[src/rtl/vga_interface.sv]
// 1280x720@60 Hz (CEA-861 720p) timing generator with a registered RGB565 pass-through.
// Pixels are taken from upstream only while rdy is high; there is no frame storage.
module vga_interface #(
  parameter int H_SYNC = 40,
  parameter int H_BP   = 220,
  parameter int H_AP   = 1280,
  parameter int H_FP   = 110,
  parameter int V_SYNC = 5,
  parameter int V_BP   = 20,
  parameter int V_AP   = 720,
  parameter int V_FP   = 5
) (
  input  logic        clk,
  input  logic        rst,
  input  logic [15:0] din,
  input  logic        din_vld,
  output logic        rdy,
  output logic [15:0] vga_rgb,
  output logic        vga_hsync,
  output logic        vga_vsync
);

  localparam logic [10:0] H_SYNC_END = 11'(H_SYNC);
  localparam logic [10:0] H_ACT_BEG  = 11'(H_SYNC + H_BP);
  localparam logic [10:0] H_ACT_END  = 11'(H_SYNC + H_BP + H_AP);
  localparam logic [10:0] H_LAST     = 11'(H_SYNC + H_BP + H_AP + H_FP - 1);
  localparam logic [9:0]  V_SYNC_END = 10'(V_SYNC);
  localparam logic [9:0]  V_ACT_BEG  = 10'(V_SYNC + V_BP);
  localparam logic [9:0]  V_ACT_END  = 10'(V_SYNC + V_BP + V_AP);
  localparam logic [9:0]  V_LAST     = 10'(V_SYNC + V_BP + V_AP + V_FP - 1);

  logic [10:0] h_cnt;
  logic [9:0]  v_cnt;
  logic        h_vld;
  logic        v_vld;
  logic        h_last;
  logic        v_last;

  assign h_last = (h_cnt == H_LAST);
  assign v_last = (v_cnt == V_LAST);
  assign h_vld  = (h_cnt >= H_ACT_BEG) && (h_cnt < H_ACT_END);
  assign v_vld  = (v_cnt >= V_ACT_BEG) && (v_cnt < V_ACT_END);
  assign rdy    = h_vld && v_vld;

  // The line counter wraps every H_TOTAL clocks and carries into the frame counter.
  always_ff @(posedge clk) begin
    if (rst) begin
      h_cnt <= 11'd0;
      v_cnt <= 10'd0;
    end else if (h_last) begin
      h_cnt <= 11'd0;
      v_cnt <= v_last ? 10'd0 : v_cnt + 10'd1;
    end else begin
      h_cnt <= h_cnt + 11'd1;
    end
  end

  // Syncs are registered alongside the pixel so all DAC inputs share one cycle of delay.
  always_ff @(posedge clk) begin
    if (rst) begin
      vga_rgb   <= 16'h0000;
      vga_hsync <= 1'b0;
      vga_vsync <= 1'b0;
    end else begin
      vga_rgb   <= (rdy && din_vld) ? din : 16'h0000;
      vga_hsync <= (h_cnt < H_SYNC_END);
      vga_vsync <= (v_cnt < V_SYNC_END);
    end
  end

endmodule

[config.mk]
export PLATFORM = sky130hd
export DESIGN_NAME = vga_interface
export DESIGN_NICKNAME = d
export VERILOG_FILES = /design/src/rtl/vga_interface.sv
export SDC_FILE = /design/constraint.sdc
export NUM_CORES = 1
export LEC_CHECK = 0
export ABC_AREA = 1
export BUFFER_PORTS_ARGS = -buffer_cell sky130_fd_sc_hd__buf_2
export CAP_MARGIN = 20
export CORE_MARGIN = 4
export CORE_UTILIZATION = 54
export DETAILED_ROUTE_END_ITERATION = 8
export PLACE_DENSITY = 0.91
export SLEW_MARGIN = 20
export SYNTH_ARGS = -nofsm -noshare
export SYNTH_HDL_FRONTEND = slang
export SYNTH_SLANG_ARGS = --single-unit
[constraint.sdc]
create_clock -name clk -period 1.7 [get_ports clk]
set_input_delay 0.34 -clock clk [delete_from_list [all_inputs] [get_ports clk]]
set_output_delay 0.34 -clock clk [all_outputs]
set_load 0.005 [all_outputs]
==> flow_metrics.tcl, run 1 <==
set metrics [dict create \
    ys_warn_count 0 \
    start_util_pct 56.62 \
    max_slew_margin_pct 72.45 \
    setup_viol 1 \
    worstSetupEndpointType "output pin" \
    worstPathRequired_ns 1.36 \
    viasPerCell 4.894 \
    grtUsageMet1_pct 20.66 \
    timing.hold.ws_ns 0.1728 \
    antenna_found_initial 0 \
    routed_wl_um 3989 \
    utilization_pct 68.79 \
    clock_latency_ns 0.34 \
    synth_area_leaders "dfxtp_1, nand2_1, inv_1, nor2_1, nor2_4" \
    yosys_register_bits 39 \
    ys_top_cells_by_count "nand2_1, inv_1, dfxtp_1" \
    first_global_vias 1622 \
    mappedNetlistArea_mm2 0.001904 \
    core_area_mm2 0.003363 \
    leakagePower_nw 1.080 \
    fill_cells 286 \
    yosysTopAreaCell "dfxtp_1" \
    syn_to_final_growth_pct 21.48 \
    core.rowCount 21 \
    die_h_um 67.39 \
    ir_drop_mv 0.5547 \
    arrival_ns 1.47 \
    hold_viol 0 \
    grtUsageTotal_pct 18.64 \
    cts_root_buf "clkbuf_4" \
    n_antenna_cell 0 \
    dieArea_mm2 0.004541 \
    drive_gt1_share_pct 31.25 \
    yosysSeqAreaShare_pct 41.00 \
    ys.flop_type "dfxtp_1" \
    synthArstFlopShare_pct 0 \
    timing_worst_setup_path_type "flop to output pin" \
    cts_hold_buf 0 \
    critPathLaunchType "flop" \
    layout_setup_ws_ns -0.1109 \
    synth_nets 282 \
    synth_cells 257 \
    worstMarginPinSlew_ns 0.4101 \
    min_path_type "input pin to flop" \
    min_period_over_period_pct 106.5 \
    drt_iter0_markers 132 \
    io_buffers 37 \
    cts_max_level 2 \
    grt_util_met2_pct 34.72 \
    drc 0 \
    use_met3_pct 4.326 \
    place.gp.congestion 0.9070 \
    rsz0062_at_grt "true" \
    clk_pin_slew_ns 0.11 \
    avgRoutedWirePerCell_um 11.40 \
    yosysMostFrequentCell "nand2_1" \
    io_pins 38 \
    synth_edf_count 0 \
    grt.busiest_layer "met2" \
    max_freq_mhz 552.2 \
    grt_pass1_wl_um 6513 \
    cts_made_buffers 5 \
    drv_cap 0 \
    drt_first_pass_iters 4 \
    antenna_left 0 \
    grt-ovfl-total 0 \
    violations "negative setup slack" \
    maxSlewViolCount 0 \
    setup_tns_ns -0.1109 \
    synth.distinct_cells 27 \
    nets 328 \
    power_density_mw_per_mm2 761.7 \
    finalCriticalPeriod_ns 1.811 \
    die_w_um 67.39 \
    skew_ns 0.01075 \
    clkSinkCount 39 \
    tritoncts "done" \
    grt_start_max_net_pins 17 \
    avgSynthCellArea_um2 7.410 \
    critPathMaxFanout 5 \
    cts.path.max_buffers 2 \
    vias 1713 \
    synth_top_cell_area_share_pct 41.00 \
    dpl.hpwl_um 2886 \
    outcome "complete, but fails checks" \
]
[critical path: stages, from the launching register on]
cell and delay [ns]:
dfxtp_4 0.41, inv_4 0.05, ha_4 0.17, nor2_4 0.08, nand2_1 0.06, nand2_1 0.07
nand2_1 0.06, nand2_2 0.09, nor2_4 0.04, buf_2 0.12
[layout make-up]
| type | instances | area (um^2) | area share [%] |
|---|---|---|---|
| clock buffer | 6 | 41.29 | 1.785 |
| clock inverter | 2 | 60.06 | 2.596 |
| inverter | 49 | 188.9 | 8.167 |
| multi-input combinational | 166 | 949.7 | 41.05 |
| sequential | 39 | 793.3 | 34.29 |
| tap | 46 | 57.56 | 2.488 |
| timing repair buffer | 42 | 222.7 | 9.627 |
[stage by stage]
stage / setup slack (ns) / total power, W / cell area, um^2 / cells
2_1_floorplan: 0.2805 / 0.0009998 / 1904 / 257
3_3_place_gp: 0.1487 / 0.001030 / 2126 / 339
3_5_place_dp: 0.1044 / 0.001034 / 2126 / 339
4_1_cts: -0.05597 / 0.001770 / 2293 / 350
5_1_grt: -0.1679 / 0.001811 / 2313 / 350
6_report: -0.1109 / 0.001762 / 2313 / 350
[layout by cell type, fill, tap and decap left out, drive strengths merged, types with 2 or more instances in the layout]
cell type  instances
buf               42
bufinv             2
nand2             57
dfxtp             39
nor2              53
nand3             17
o21ai              4
nor3              10
inv               49
xor2               4
clkbuf             6
a21oi              9
ha                 6
[layer usage]
metal  share of wire [%]  wire length (um)  vias to the layer above
li1                    -                 -                      867
met1                  39              1560                      780
met2                  54              2156                       57
met3                 5.6               223                        9
met4                 1.2                48                        0
met5                   0                 0                        -
[registers in the layout, summed over array words and instances, names as in the netlist]
name       cells
vga_rgb       16
vga_vsync      1
vga_hsync      1
h_cnt         11
v_cnt         10
[cells by family (layout without fill, tap and decap cells)]
kind of cell | Yosys count | count (layout) | share of synthesized area, %
buffers and inverters | 52 | 99 | 11.56
xor gates and xnor gates | 5 | 5 | 2.300
DFF | 39 | 39 | 41.00
adders and majority gates | 6 | 6 | 3.942
and+or+nand+nor | 139 | 139 | 36.40
AOI/OAI and AO/OA | 16 | 16 | 4.797
[where the power goes]
group          internal (W)  switching (W)  leakage, nW
clock network      0.000459       0.000291       0.0525
registers          0.000920     0.00000724        0.320
logic             0.0000354      0.0000492        0.708
[path summary, 6_finish.rpt]
check / cells after the start / start / end / slack [ns]
setup / recovery: 9 / v_cnt[0] / rdy / -0.11
hold / removal: 2 / rst / v_cnt[8] / 0.17
setup reg to reg: 8 / h_cnt[0] / h_cnt[10] / 0.14
hold reg to reg: 1 / h_cnt[0] / h_cnt[0] / 0.49
[what timing repair did]
| action | 4_1_cts | 5_1_grt |
|---|---|---|
| setup endpoints to repair | 1 | 7 |
| pin swaps | 6 | 1 |
| resized for setup | 17 | 5 |
| hold endpoints to repair | 0 | 0 |
| setup buffers | 3 | 0 |
(Power assumes the default switching activity.)
==> inputs of run 2 (changes only) <==
--- a/config.mk
+++ b/config.mk
@@ -8,11 +8,9 @@
 export ABC_AREA = 1
 export BUFFER_PORTS_ARGS = -buffer_cell sky130_fd_sc_hd__buf_2
 export CAP_MARGIN = 20
-export CORE_MARGIN = 4
 export CORE_UTILIZATION = 54
 export DETAILED_ROUTE_END_ITERATION = 8
 export PLACE_DENSITY = 0.91
-export SLEW_MARGIN = 20
 export SYNTH_ARGS = -nofsm -noshare
 export SYNTH_HDL_FRONTEND = slang
 export SYNTH_SLANG_ARGS = --single-unit
==> run 2 against run 1 <==
Against the previous run:
- the flow still finishes with violations (negative setup slack)
- power decreased by 14%
- design area decreased by 0.65%
- first-iteration DRC count decreased by 17%
- largest cell class unchanged
- largest power group unchanged
- register-to-register slack about the same
- die area decreased by 17%
- routed wire length increased by 4.6%
==> flow_metrics.tcl, run 2 (synthesized netlist as in run 1, its figures left out) <==
set metrics [dict create \
    cts_hold_buf 0 \
    setup_viol 1 \
    cts_max_level 2 \
    avgRoutedWirePerCell_um 11.82 \
    grtUsageTotal_pct 22.86 \
    n_antenna_cell 0 \
    cts_made_buffers 5 \
    biggestRegsByFlops "vga_rgb: 16 flops, h_cnt: 11 flops, v_cnt: 10 flops" \
    path_cells "inv_4 > ha_4 > nor2_2 > nand2_1 > nand2_1 > nand2_1 > nand2_2 > nor2_4 > buf_2" \
    maxSlewViolCount 0 \
    place.gp.congestion 0.8466 \
    cts.path.max_buffers 2 \
    power_density_mw_per_mm2 656.8 \
    io_pins 38 \
    clkSinkCount 39 \
    hold_viol 0 \
    violations "negative setup slack" \
    utilization_pct 68.34 \
    p_int_w 0.001145 \
    combPwrFrac_pct 5.7 \
    arrival_ns 1.49 \
    largest_reg_flops 16 \
    die_h_um 61.39 \
    drive_gt1_share_pct 33.55 \
    grt_pass1_wl_um 6230 \
    io_buffers 37 \
    drc 0 \
    p_seq_share_pct 61.3 \
    start_util_pct 56.62 \
    clock_power_share_pct 33.0 \
    regMostFlops "vga_rgb" \
    fill_cells 281 \
    setup_tns_ns -0.1275 \
    core.rowCount 21 \
    leakagePower_nw 1.095 \
    skew_ns 0.008786 \
    core_area_mm2 0.003363 \
    timing_worst_setup_path_type "flop to output pin" \
    stdcell_count 353 \
    critPathMaxFanout 3 \
    die_w_um 61.39 \
    first_global_vias 1564 \
    drt_iter0_markers 110 \
    swShare_pct 24.15 \
    p_switching_w 0.0003646 \
    max_stage_delay_ns 0.40 \
    routed_wl_um 4171 \
    grt_start_max_net_pins 17 \
    syn_to_final_growth_pct 20.70 \
    antenna_found_initial 0 \
    worstMarginPinSlew_ns 0.3831 \
    worstSetupEndpointType "output pin" \
    drt_first_pass_iters 4 \
    ir_drop_mv 0.6406 \
    clock_latency_ns 0.36 \
    min_period_over_period_pct 107.5 \
    dpl.hpwl_um 2924 \
    rsz0062_at_grt "true" \
    min_path_type "input pin to flop" \
    dp.cells 338 \
    critPathLaunchType "flop" \
    drv_cap 0 \
    critPathSlowestCell "dfxtp_4" \
    clk_pin_slew_ns 0.12 \
    dp_slack_ns 0.08875 \
    cts_root_buf "clkbuf_4" \
    final_cell_mix "nand2_1, inv_1, buf_2, nor2_1, dfxtp_1" \
    final_common_cell "nand2_1" \
    antenna_left 0 \
    max_slew_margin_pct 74.26 \
    vias 1744 \
    tritoncts "done" \
    max_freq_mhz 547.2 \
    layout_setup_ws_ns -0.1275 \
    nets 332 \
    grt-ovfl-total 0 \
    finalCriticalPeriod_ns 1.827 \
    worstPathRequired_ns 1.36 \
    viasPerCell 4.941 \
    dieArea_mm2 0.003768 \
    outcome "complete, but fails checks" \
    crit_top_cell "nand2_1" \
]
-- run 2: cell types whose count changed in the layout (fill, tap and decap cells not counted), sizes merged --
cell    change
clkinv      +1
bufinv      -2
buf         +4
-- run 2: worst max-delay path: cells and delay by family, from the launching register on --
kind | cells | cell delay [ns]
AND/OR/NAND/NOR | 6 | 0.40
flip-flops | 1 | 0.40
adder cells (fa/ha/maj) | 1 | 0.16
buffers and inverters | 2 | 0.16
-- run 2: worst paths after layout --
check                              start         to  slack [ns]  cells after the start
worst max-delay path            v_cnt[0]        rdy       -0.13                      9
worst min-delay path                 rst   v_cnt[8]        0.14                      2
worst max register to register  v_cnt[0]   v_cnt[6]        0.14                      8
worst min register to register  v_cnt[5]  vga_vsync        0.51                      1
-- run 2: layout make-up --
cell class	instances	area [um^2]	area share, %
Tap cell	46	57.56	2.504
Timing Repair Buffer	46	252.7	11.00
Clock buffer	6	51.30	2.232
Multi-Input combinational cell	166	940.9	40.94
Sequential cell	39	802.0	34.89
Inverter	49	188.9	8.220
Clock inverter	1	5.005	0.2177
-- run 2: per-layer routing --
metal	share of wire (%)	up-vias	global-route usage, %
li1	-	876	-
met5	0	-	0
met3	4.6	14	5.882
met2	53	55	40.68
met4	3.0	0	12.38
met1	40	799	24.81
-- run 2: per-stage QoR --
stage,power [W],instance area [um^2],hold WS (ns)
2_1_floorplan,0.0009998,1904,0.4091
3_3_place_gp,0.001030,2118,0.4632
3_5_place_dp,0.001034,2118,0.4798
4_1_cts,0.001510,2286,0.1495
5_1_grt,0.001556,2298,0.1429
6_report,0.001510,2298,0.1418
-- run 2: power groups by stage --
| stage | registers (W) | logic [W] | clock network, W |
|---|---|---|---|
| floorplan | 0.000949 | 0.0000507 | 0 |
| finish | 0.000926 | 0.0000853 | 0.000499 |
| global route | 0.000927 | 0.0000962 | 0.000533 |
| global placement | 0.000950 | 0.0000803 | 0 |
| detailed placement | 0.000950 | 0.0000838 | 0 |
| CTS | 0.000926 | 0.0000852 | 0.000498 |
-- run 2: what timing repair did --
action                                  in CTS  in global routing
gates resized for setup                     20                  6
endpoints found under the hold margin        0                  0
endpoints found under the setup margin       1                  1
setup buffers                                8                  0
pin swaps                                    7                  0
